--- src/rtl/dualport_ram_writer_if.sv ---
// rtl/dualport_ram_writer_if.sv - load stream, status and dual read-port bundle for dualport_ram_writer
interface dualport_ram_writer_if #(
  parameter int DATA_W = 4,
  parameter int ADDR_W = 4
);
  logic              start;
  logic              wr_valid;
  logic [DATA_W-1:0] wr_data;
  logic              wr_ready;
  logic              busy;
  logic              loaded;
  logic [ADDR_W-1:0] a_addr;
  logic [ADDR_W-1:0] b_addr;
  logic [DATA_W-1:0] dout_a;
  logic [DATA_W-1:0] dout_b;

  modport master (
    output start, wr_valid, wr_data, a_addr, b_addr,
    input  wr_ready, busy, loaded, dout_a, dout_b
  );

  modport slave (
    input  start, wr_valid, wr_data, a_addr, b_addr,
    output wr_ready, busy, loaded, dout_a, dout_b
  );
endinterface

--- src/rtl/dualport_ram_writer.sv ---
// rtl/dualport_ram_writer.sv - field-loadable dual-port table filled sequentially from a valid/ready stream
module dualport_ram_writer #(
  parameter int DATA_W = 4,
  parameter int ADDR_W = 4
) (
  input  logic                  clk,
  input  logic                  rst_n,
  dualport_ram_writer_if.slave  bus
);
  localparam int                DEPTH     = 2 ** ADDR_W;
  localparam logic [ADDR_W-1:0] LAST_ADDR = ADDR_W'(DEPTH - 1);

  typedef enum logic [1:0] {
    IDLE = 2'd0,
    LOAD = 2'd1,
    DONE = 2'd2
  } state_t;

  state_t            state_q, state_d;
  logic [ADDR_W-1:0] wr_ptr_q, wr_ptr_d;
  logic              loaded_q, loaded_d;
  logic              wr_accept;

  logic [DATA_W-1:0] mem [DEPTH];
  logic [DATA_W-1:0] dout_a_q, dout_b_q;

  // Handshake is decoded from registered state only, so reset drops it at once.
  assign wr_accept    = bus.wr_valid && (state_q == LOAD);
  assign bus.wr_ready = (state_q == LOAD);
  assign bus.busy     = (state_q == LOAD);
  assign bus.loaded   = loaded_q;
  assign bus.dout_a   = dout_a_q;
  assign bus.dout_b   = dout_b_q;

  always_comb begin
    state_d  = state_q;
    wr_ptr_d = wr_ptr_q;
    loaded_d = loaded_q;
    case (state_q)
      IDLE, DONE: begin
        if (bus.start) begin
          state_d  = LOAD;
          wr_ptr_d = '0;
          loaded_d = 1'b0;
        end
      end
      LOAD: begin
        // start is deliberately ignored here; the running load keeps its pointer.
        if (wr_accept) begin
          wr_ptr_d = wr_ptr_q + ADDR_W'(1);
          if (wr_ptr_q == LAST_ADDR) begin
            state_d  = DONE;
            loaded_d = 1'b1;
          end
        end
      end
      default: begin
        state_d  = IDLE;
        wr_ptr_d = '0;
        loaded_d = 1'b0;
      end
    endcase
  end

  always_ff @(posedge clk or negedge rst_n) begin
    if (!rst_n) begin
      state_q  <= IDLE;
      wr_ptr_q <= '0;
      loaded_q <= 1'b0;
    end else begin
      state_q  <= state_d;
      wr_ptr_q <= wr_ptr_d;
      loaded_q <= loaded_d;
    end
  end

  // Table contents survive reset so a partially loaded table is still readable.
  always_ff @(posedge clk) begin
    if (wr_accept) begin
      mem[wr_ptr_q] <= bus.wr_data;
    end
  end

  // Non-blocking reads against the same edge's write give read-first behaviour.
  always_ff @(posedge clk or negedge rst_n) begin
    if (!rst_n) begin
      dout_a_q <= '0;
      dout_b_q <= '0;
    end else begin
      dout_a_q <= mem[bus.a_addr];
      dout_b_q <= mem[bus.b_addr];
    end
  end
endmodule

--- src/flat_wrapper.sv ---
// flat-port wrapper written by rule: the top's interface ports become plain ports
module dualport_ram_writer_flat 
#(
  parameter int DATA_W = 4,
  parameter int ADDR_W = 4
)
  (clk, rst_n, bus_start, bus_wr_valid, bus_wr_data, bus_a_addr, bus_b_addr, bus_wr_ready, bus_busy, bus_loaded, bus_dout_a, bus_dout_b);
  dualport_ram_writer_if #(.DATA_W(DATA_W), .ADDR_W(ADDR_W)) bus_i ();
  input  logic clk;
  input  logic rst_n;
  input wire logic [$bits(bus_i.start)-1:0] bus_start;
  input wire logic [$bits(bus_i.wr_valid)-1:0] bus_wr_valid;
  input wire logic [$bits(bus_i.wr_data)-1:0] bus_wr_data;
  input wire logic [$bits(bus_i.a_addr)-1:0] bus_a_addr;
  input wire logic [$bits(bus_i.b_addr)-1:0] bus_b_addr;
  output wire logic [$bits(bus_i.wr_ready)-1:0] bus_wr_ready;
  output wire logic [$bits(bus_i.busy)-1:0] bus_busy;
  output wire logic [$bits(bus_i.loaded)-1:0] bus_loaded;
  output wire logic [$bits(bus_i.dout_a)-1:0] bus_dout_a;
  output wire logic [$bits(bus_i.dout_b)-1:0] bus_dout_b;
  assign bus_i.start = bus_start;
  assign bus_i.wr_valid = bus_wr_valid;
  assign bus_i.wr_data = bus_wr_data;
  assign bus_i.a_addr = bus_a_addr;
  assign bus_i.b_addr = bus_b_addr;
  assign bus_wr_ready = bus_i.wr_ready;
  assign bus_busy = bus_i.busy;
  assign bus_loaded = bus_i.loaded;
  assign bus_dout_a = bus_i.dout_a;
  assign bus_dout_b = bus_i.dout_b;
  dualport_ram_writer #(.DATA_W(DATA_W), .ADDR_W(ADDR_W)) u_core (.clk(clk), .rst_n(rst_n), .bus(bus_i));
endmodule
--- config.mk ---
export PLATFORM = sky130hd
export DESIGN_NAME = dualport_ram_writer_flat
export DESIGN_NICKNAME = d
export VERILOG_FILES = /design/src/rtl/dualport_ram_writer_if.sv /design/src/rtl/dualport_ram_writer.sv /design/src/flat_wrapper.sv
export SDC_FILE = /design/constraint.sdc
export NUM_CORES = 1
export LEC_CHECK = 0
export BUFFER_PORTS_ARGS = -buffer_cell sky130_fd_sc_hd__buf_2
export CAP_MARGIN = 10
export CELL_PAD_IN_SITES_DETAIL_PLACEMENT = 2
export CELL_PAD_IN_SITES_GLOBAL_PLACEMENT = 2
export CORE_UTILIZATION = 45
export DETAILED_ROUTE_END_ITERATION = 8
export PLACE_DENSITY_LB_ADDON = 0.1
export SYNTH_ARGS = -nofsm -noshare
export SYNTH_HDL_FRONTEND = slang
export SYNTH_SLANG_ARGS = --single-unit
--- constraint.sdc ---
create_clock -name clk -period 2.2 [get_ports clk]
set_clock_uncertainty 0.05 [all_clocks]
set_input_delay 0.33 -clock clk [delete_from_list [all_inputs] [get_ports clk]]
set_output_delay 0.33 -clock clk [all_outputs]
set_load 0.005 [all_outputs]
# Word level (Yosys, flattened, before mapping)
# Memories as Yosys holds them, arrays and structs flattened. A register that Yosys moved wholly into a read port is not among the register bits.
# Index checks and enable logic that the tools add are counted.
dict set report word_totals {
  ram_bits 64
  latchBits 0
  mem_count 1
  word_cells 31
  mem_bits_ro 0
  ff_bits 7
  output_inout_bits 11
  input_bits 16
}
# memory depth word_bits read_ports rd_ports_with_merged_regs wr line
set mem_list {}
lappend mem_list {u_core.mem 16 4 2 2 1 dualport_ram_writer.sv:24} ;# logic [DATA_W-1:0] mem [DEPTH];
dict set report op_classes {
  n_lt_le_gt_ge 0
  addsub 1
  n_mux 13
  div_mod_pow 0
  bitwise_logic 0
  n_reduce_logical 7
  shifts 0
  multipliers 0
  n_eq_ne 6
}
# cell count
set op_table {}
lappend op_table {{$mux 4} 2}
lappend op_table {{$pmux 4 s2} 1}
lappend op_table {{$mux 2} 3}
lappend op_table {{$mux 1} 5}
lappend op_table {{$add 4x1->4 const B} 1}
lappend op_table {{$eq 4x4->1 const B} 1}
lappend op_table {{$ne 2x1->1 const B} 2}
lappend op_table {{$pmux 2 s2} 1}
lappend op_table {{$reduce_and 3->1} 1}
lappend op_table {{$eq 2x1->1 const B} 1}
lappend op_table {{$eq 2x2->1 const B} 1}
lappend op_table {{$logic_not 1->1} 2}
lappend op_table {{$logic_not 2->1} 1}
lappend op_table {{$ne 2x2->1 const B} 1}
lappend op_table {{$pmux 1 s2} 1}
lappend op_table {{$reduce_and 2->1} 1}
lappend op_table {{$reduce_or 2->1} 1}
lappend op_table {{$logic_and 1x1->1} 1}

# Depth between registers and ports, before layout
dict set report logic_depth {
  ltp_word 4
  depth_mapped 5
  depth_no_buf 4
}

# Worst setup path after synthesis
# Ideal clock, no wire load.
dict set report synth_path {
  kind {register to register}
  from {reg u_core.state_q[1]}
  to {mem u_core.mem[0][0], enable pin}
  setup_time_ns 0.361
  setup_slack_ns 0.533
  path_stages_with_launch 5
  t_required_ns 1.789
  t_arrival_ns 1.256
  n_path_buf 0
  period_less_slack_ns 1.667
  cell_sequence {dfrtp_1 > nand2b_1 > inv_1 > nand3_1 > nor3_1}
}
dict set report synth_between {
  elab_chain_cells 4
}
# element line
set synth_rtl {}
lappend synth_rtl {{from (decl)} dualport_ram_writer.sv:19} ;# state_t state_q, state_d;
lappend synth_rtl {{from (signal assigned)} dualport_ram_writer.sv:71} ;# state_q <= state_d;
lappend synth_rtl {{$eq 2x1->1} n/a}
lappend synth_rtl {{named net bus_busy} flat_wrapper.sv:17} ;# output wire logic [$bits(bus_i.busy)-1:0] bus_busy;
lappend synth_rtl {{$logic_and 1x1->1} dualport_ram_writer.sv:28} ;# assign wr_accept = bus.wr_valid && (state_q == LOAD);
lappend synth_rtl {{$mux 1} dualport_ram_writer.sv:79} ;# if (wr_accept) begin
lappend synth_rtl {{$mux 1 (not written as such)} dualport_ram_writer.sv:80} ;# mem[wr_ptr_q] <= bus.wr_data;
lappend synth_rtl {{to (decl)} dualport_ram_writer.sv:24}
# The timed path passes the listed nets, and every way through them passes these cells.

# Worst setup path in the final report
dict set report layout_path {
  from {reg u_core.state_q[1]}
  to {mem u_core.mem[1][0], enable pin}
}
dict set report layout_between {
  elab_chain_cells 4
}
# element line
set layout_rtl {}
lappend layout_rtl {{$eq 2x1->1} dualport_ram_writer.sv:28}
lappend layout_rtl {{$logic_and 1x1->1} dualport_ram_writer.sv:28}
lappend layout_rtl {{$mux 1} dualport_ram_writer.sv:79}
lappend layout_rtl {{$mux 1 (not written as such)} dualport_ram_writer.sv:80}
# Every way passes these cells.

==> impl_results.md <==
* Mapped cell area at 3680 um^2
* Critical path class: reg2reg
* Worst hold slack at 156 ps
* P_leak at 1.49 nW
* WL per Instance at 25.3 um
* Post-Syn Nets at 227
* Critical Path End Type: flop
* Routability cong. at 0.813
* Synth Register Bits at 78
* Hold Path Depth at 2
* Largest net degree at the start of global routing at 17
* ANT nets after route at 0
* Storage cell area at 2270 um^2
* Total clock buffers created by CTS at 9
* Total global routing overflow at 0
* Status: finished, final reports clean
* Fin. max-slew vios at 0
* FMAX at 517 MHz
* Clock Tree Buf Depth at 2
* DR vias at 2073
* Port buffer count at 26
* Tot GR Track Use at 22.8%
* Endpoints failing hold at 0
* Avg Inst Size Synth at 17.8 um^2
* Layout cell share with drive strength beyond 1 at 21.6%
* Antenna Cells at 0
* Layout area overhead at 11.0%
* Hold Path Class: in2reg
* Fill count at 687
* Cells after Synth at 207
* WP data arrival at 1870 ps
* DR pass1 iterations at 4
* Crit start category: flop
* Max Cap Viol at 0
* Post-layout util at 52.3%
* Vias in the first global route at 2270
* Slack of the worst reg-to-reg path at 270 ps
* Synth top area cells: edfxtp_1 (52%), mux4_1 (20%), dfrtp_1 (9.5%)
* Worst-path clk slew at 90 ps
* Relative slew slack at 59.5%
* Register area share after synthesis at 61.7%
* Setup-failing EPs final at 0
* Initial antenna violation count at 0
* Post-DP HPWL at 6.66 mm
* Synth area leader: edfxtp_1
* Final period utilization at 87.9%
* Wirelength, routed at 8.69 mm
* WHS Endpoint: u_core.wr_ptr_q[1]
* IO Pins at 27
* CTS tree: done
* Total clock sinks at 78
* Worst IR drop on VDD at 523 uV
* Worst-Margin Slew at 602 ps
* Reg2Reg Capture Point: u_core.mem[1][0]
* Warnings from Yosys at 0
* Post-Layout Cell Count at 343
* Hold path start: bus_start
* CTS H-tree depth at 3
* Core ar. at 7810 um^2
* Rows at 32
* Starting Density at 47.1%
* Die area at 8550 um^2
* Area fraction of the dominant cell type after synthesis at 52.2%
* Synth unique cells at 28
* Worst-Skew Late Latency at 350 ps
* Vias per std cell at 6.04
* Clk root buf: clkbuf_8
* Final #Nets at 256
* Worst-path maximum fanout at 8
* Setup repair after global routing missed its margin: false
* 1st-iter DRT viols at 135
* RR Startpoint: u_core.state_q[1]
* Total negative slack at 0 ps
* # placed instances at 326
* Worst reg-to-reg path cell count at 4
* Die width at 92.4 um
* Area taken by multi-input logic gates at 1310 um^2
* DR DRC count at 0
* Die height at 92.4 um
* Worst path required time at 2140 ps
* PD cells at 890 nW/um^2
* Period minus WS final at 1930 ps
* First-pass GRT wire length at 13.5 mm
==> final cells by class <==
class | instances | share of cell area [%]
Sequential cell | 78 | 55.6
Clock inverter | 7 | 1.96
Multi-Input combinational cell | 113 | 31.9
Tap cell | 102 | 3.12
Timing Repair Buffer | 30 | 3.98
Clock buffer | 9 | 3.03
Inverter | 4 | 0.367
==> stage by stage <==
step / area (um^2) / setup WS (ps) / total power [mW]
floorplan: 3680 / 533 / 2.32
global placement: 3860 / 203 / 2.49
detailed placement: 3860 / 31.0 / 2.56
CTS: 4080 / 13.1 / 3.67
global route: 4090 / 153 / 3.80
finish: 4090 / 266 / 3.64
==> layer usage <==
layer / track usage (%) / vias up / wire (um)
li1: - / 923 / -
met1: 31.1 / 1070 / 3840
met2: 36.7 / 68 / 4320
met3: 4.19 / 12 / 366
met4: 8.46 / 0 / 162
met5: 0 / - / 0
==> synth_stat cells <==
cell type	n
o22ai_1	1
a22oi_1	8
inv_1	4
buf_6	2
mux2i_1	2
o32ai_1	2
nand3_1	19
clkbuf_1	5
a21oi_1	2
mux4_2	4
mux4_1	28
nand4b_1	1
nor3_1	4
mux2_2	1
nor2_1	15
nor2b_1	4
xnor2_1	1
dfrtp_1	14
nand2b_1	2
ha_1	4
buf_2	2
a21o_1	1
buf_4	1
nand2_1	12
nand4_1	1
edfxtp_1	64
a41oi_1	1
buf_12	2
==> cell families after synthesis <==
logic type	after synthesis	synth area share, %
XOR/XNOR	1	0.238
AND/OR/NAND/NOR	58	7.31
flip-flops	78	61.7
multiplexers	35	23.3
adder cells (fa/ha/maj)	4	1.36
buffers and inverters	16	3.09
AO/OA/AOI/OAI	15	2.99
==> sequential cells by signal (all words and copies together) (netlist names) <==
register	count
u_core.bus.dout_a	4
u_core.bus.dout_b	4
u_core.mem	64
u_core.state_q	2
u_core.wr_ptr_q	4
==> how the worst max path moves through the flow <==
stage                                 start                to  slack, ps  depth (start not counted)
after floorplan           u_core.state_q[1]  u_core.mem[0][0]        530                          4
after global placement    u_core.state_q[1]  u_core.mem[0][1]        200                          4
after detailed placement  u_core.state_q[1]  u_core.mem[0][1]         30                          4
final                     u_core.state_q[1]  u_core.mem[1][0]        270                          4
after global routing      u_core.state_q[1]  u_core.mem[1][2]        150                          4
after CTS                 u_core.state_q[1]  u_core.mem[0][3]         10                          4
==> worst max-delay path: stages (launching register included) <==
cell	delay (ps)
dfrtp_1	430
nand2b_1	190
inv_1	200
nand3_1	190
nor3_1	510
==> power by group <==
group          switching [mW]  internal [mW]  total [mW]
clock network           0.571          0.538        1.11
registers               0.140           1.78        1.92
logic                   0.356          0.258       0.614
total                    1.07           2.57        3.64
==> timing repair <==
item                                   in CTS  in global routing
setup endpoints to repair                   0                  8
resized for setup                           0                  2
endpoints found under the hold margin      14                  0
buffers inserted                            0                  0
hold buffers                                1                  0
==> cells in the final DEF (no fill, tap or decap), types with 3 or more instances in the layout <==
cell type / count
edfxtp_1: 64
mux4_1: 28
buf_2: 26
nand3_1: 19
nor2_1: 15
dfrtp_1: 14
nand2_1: 12
clkbuf_8: 9
a22oi_1: 8
nor2b_1: 4
mux4_2: 4
inv_1: 4
ha_1: 4
inv_6: 3
buf_4: 3
No activity file was read; power rests on OpenSTA's default activity.
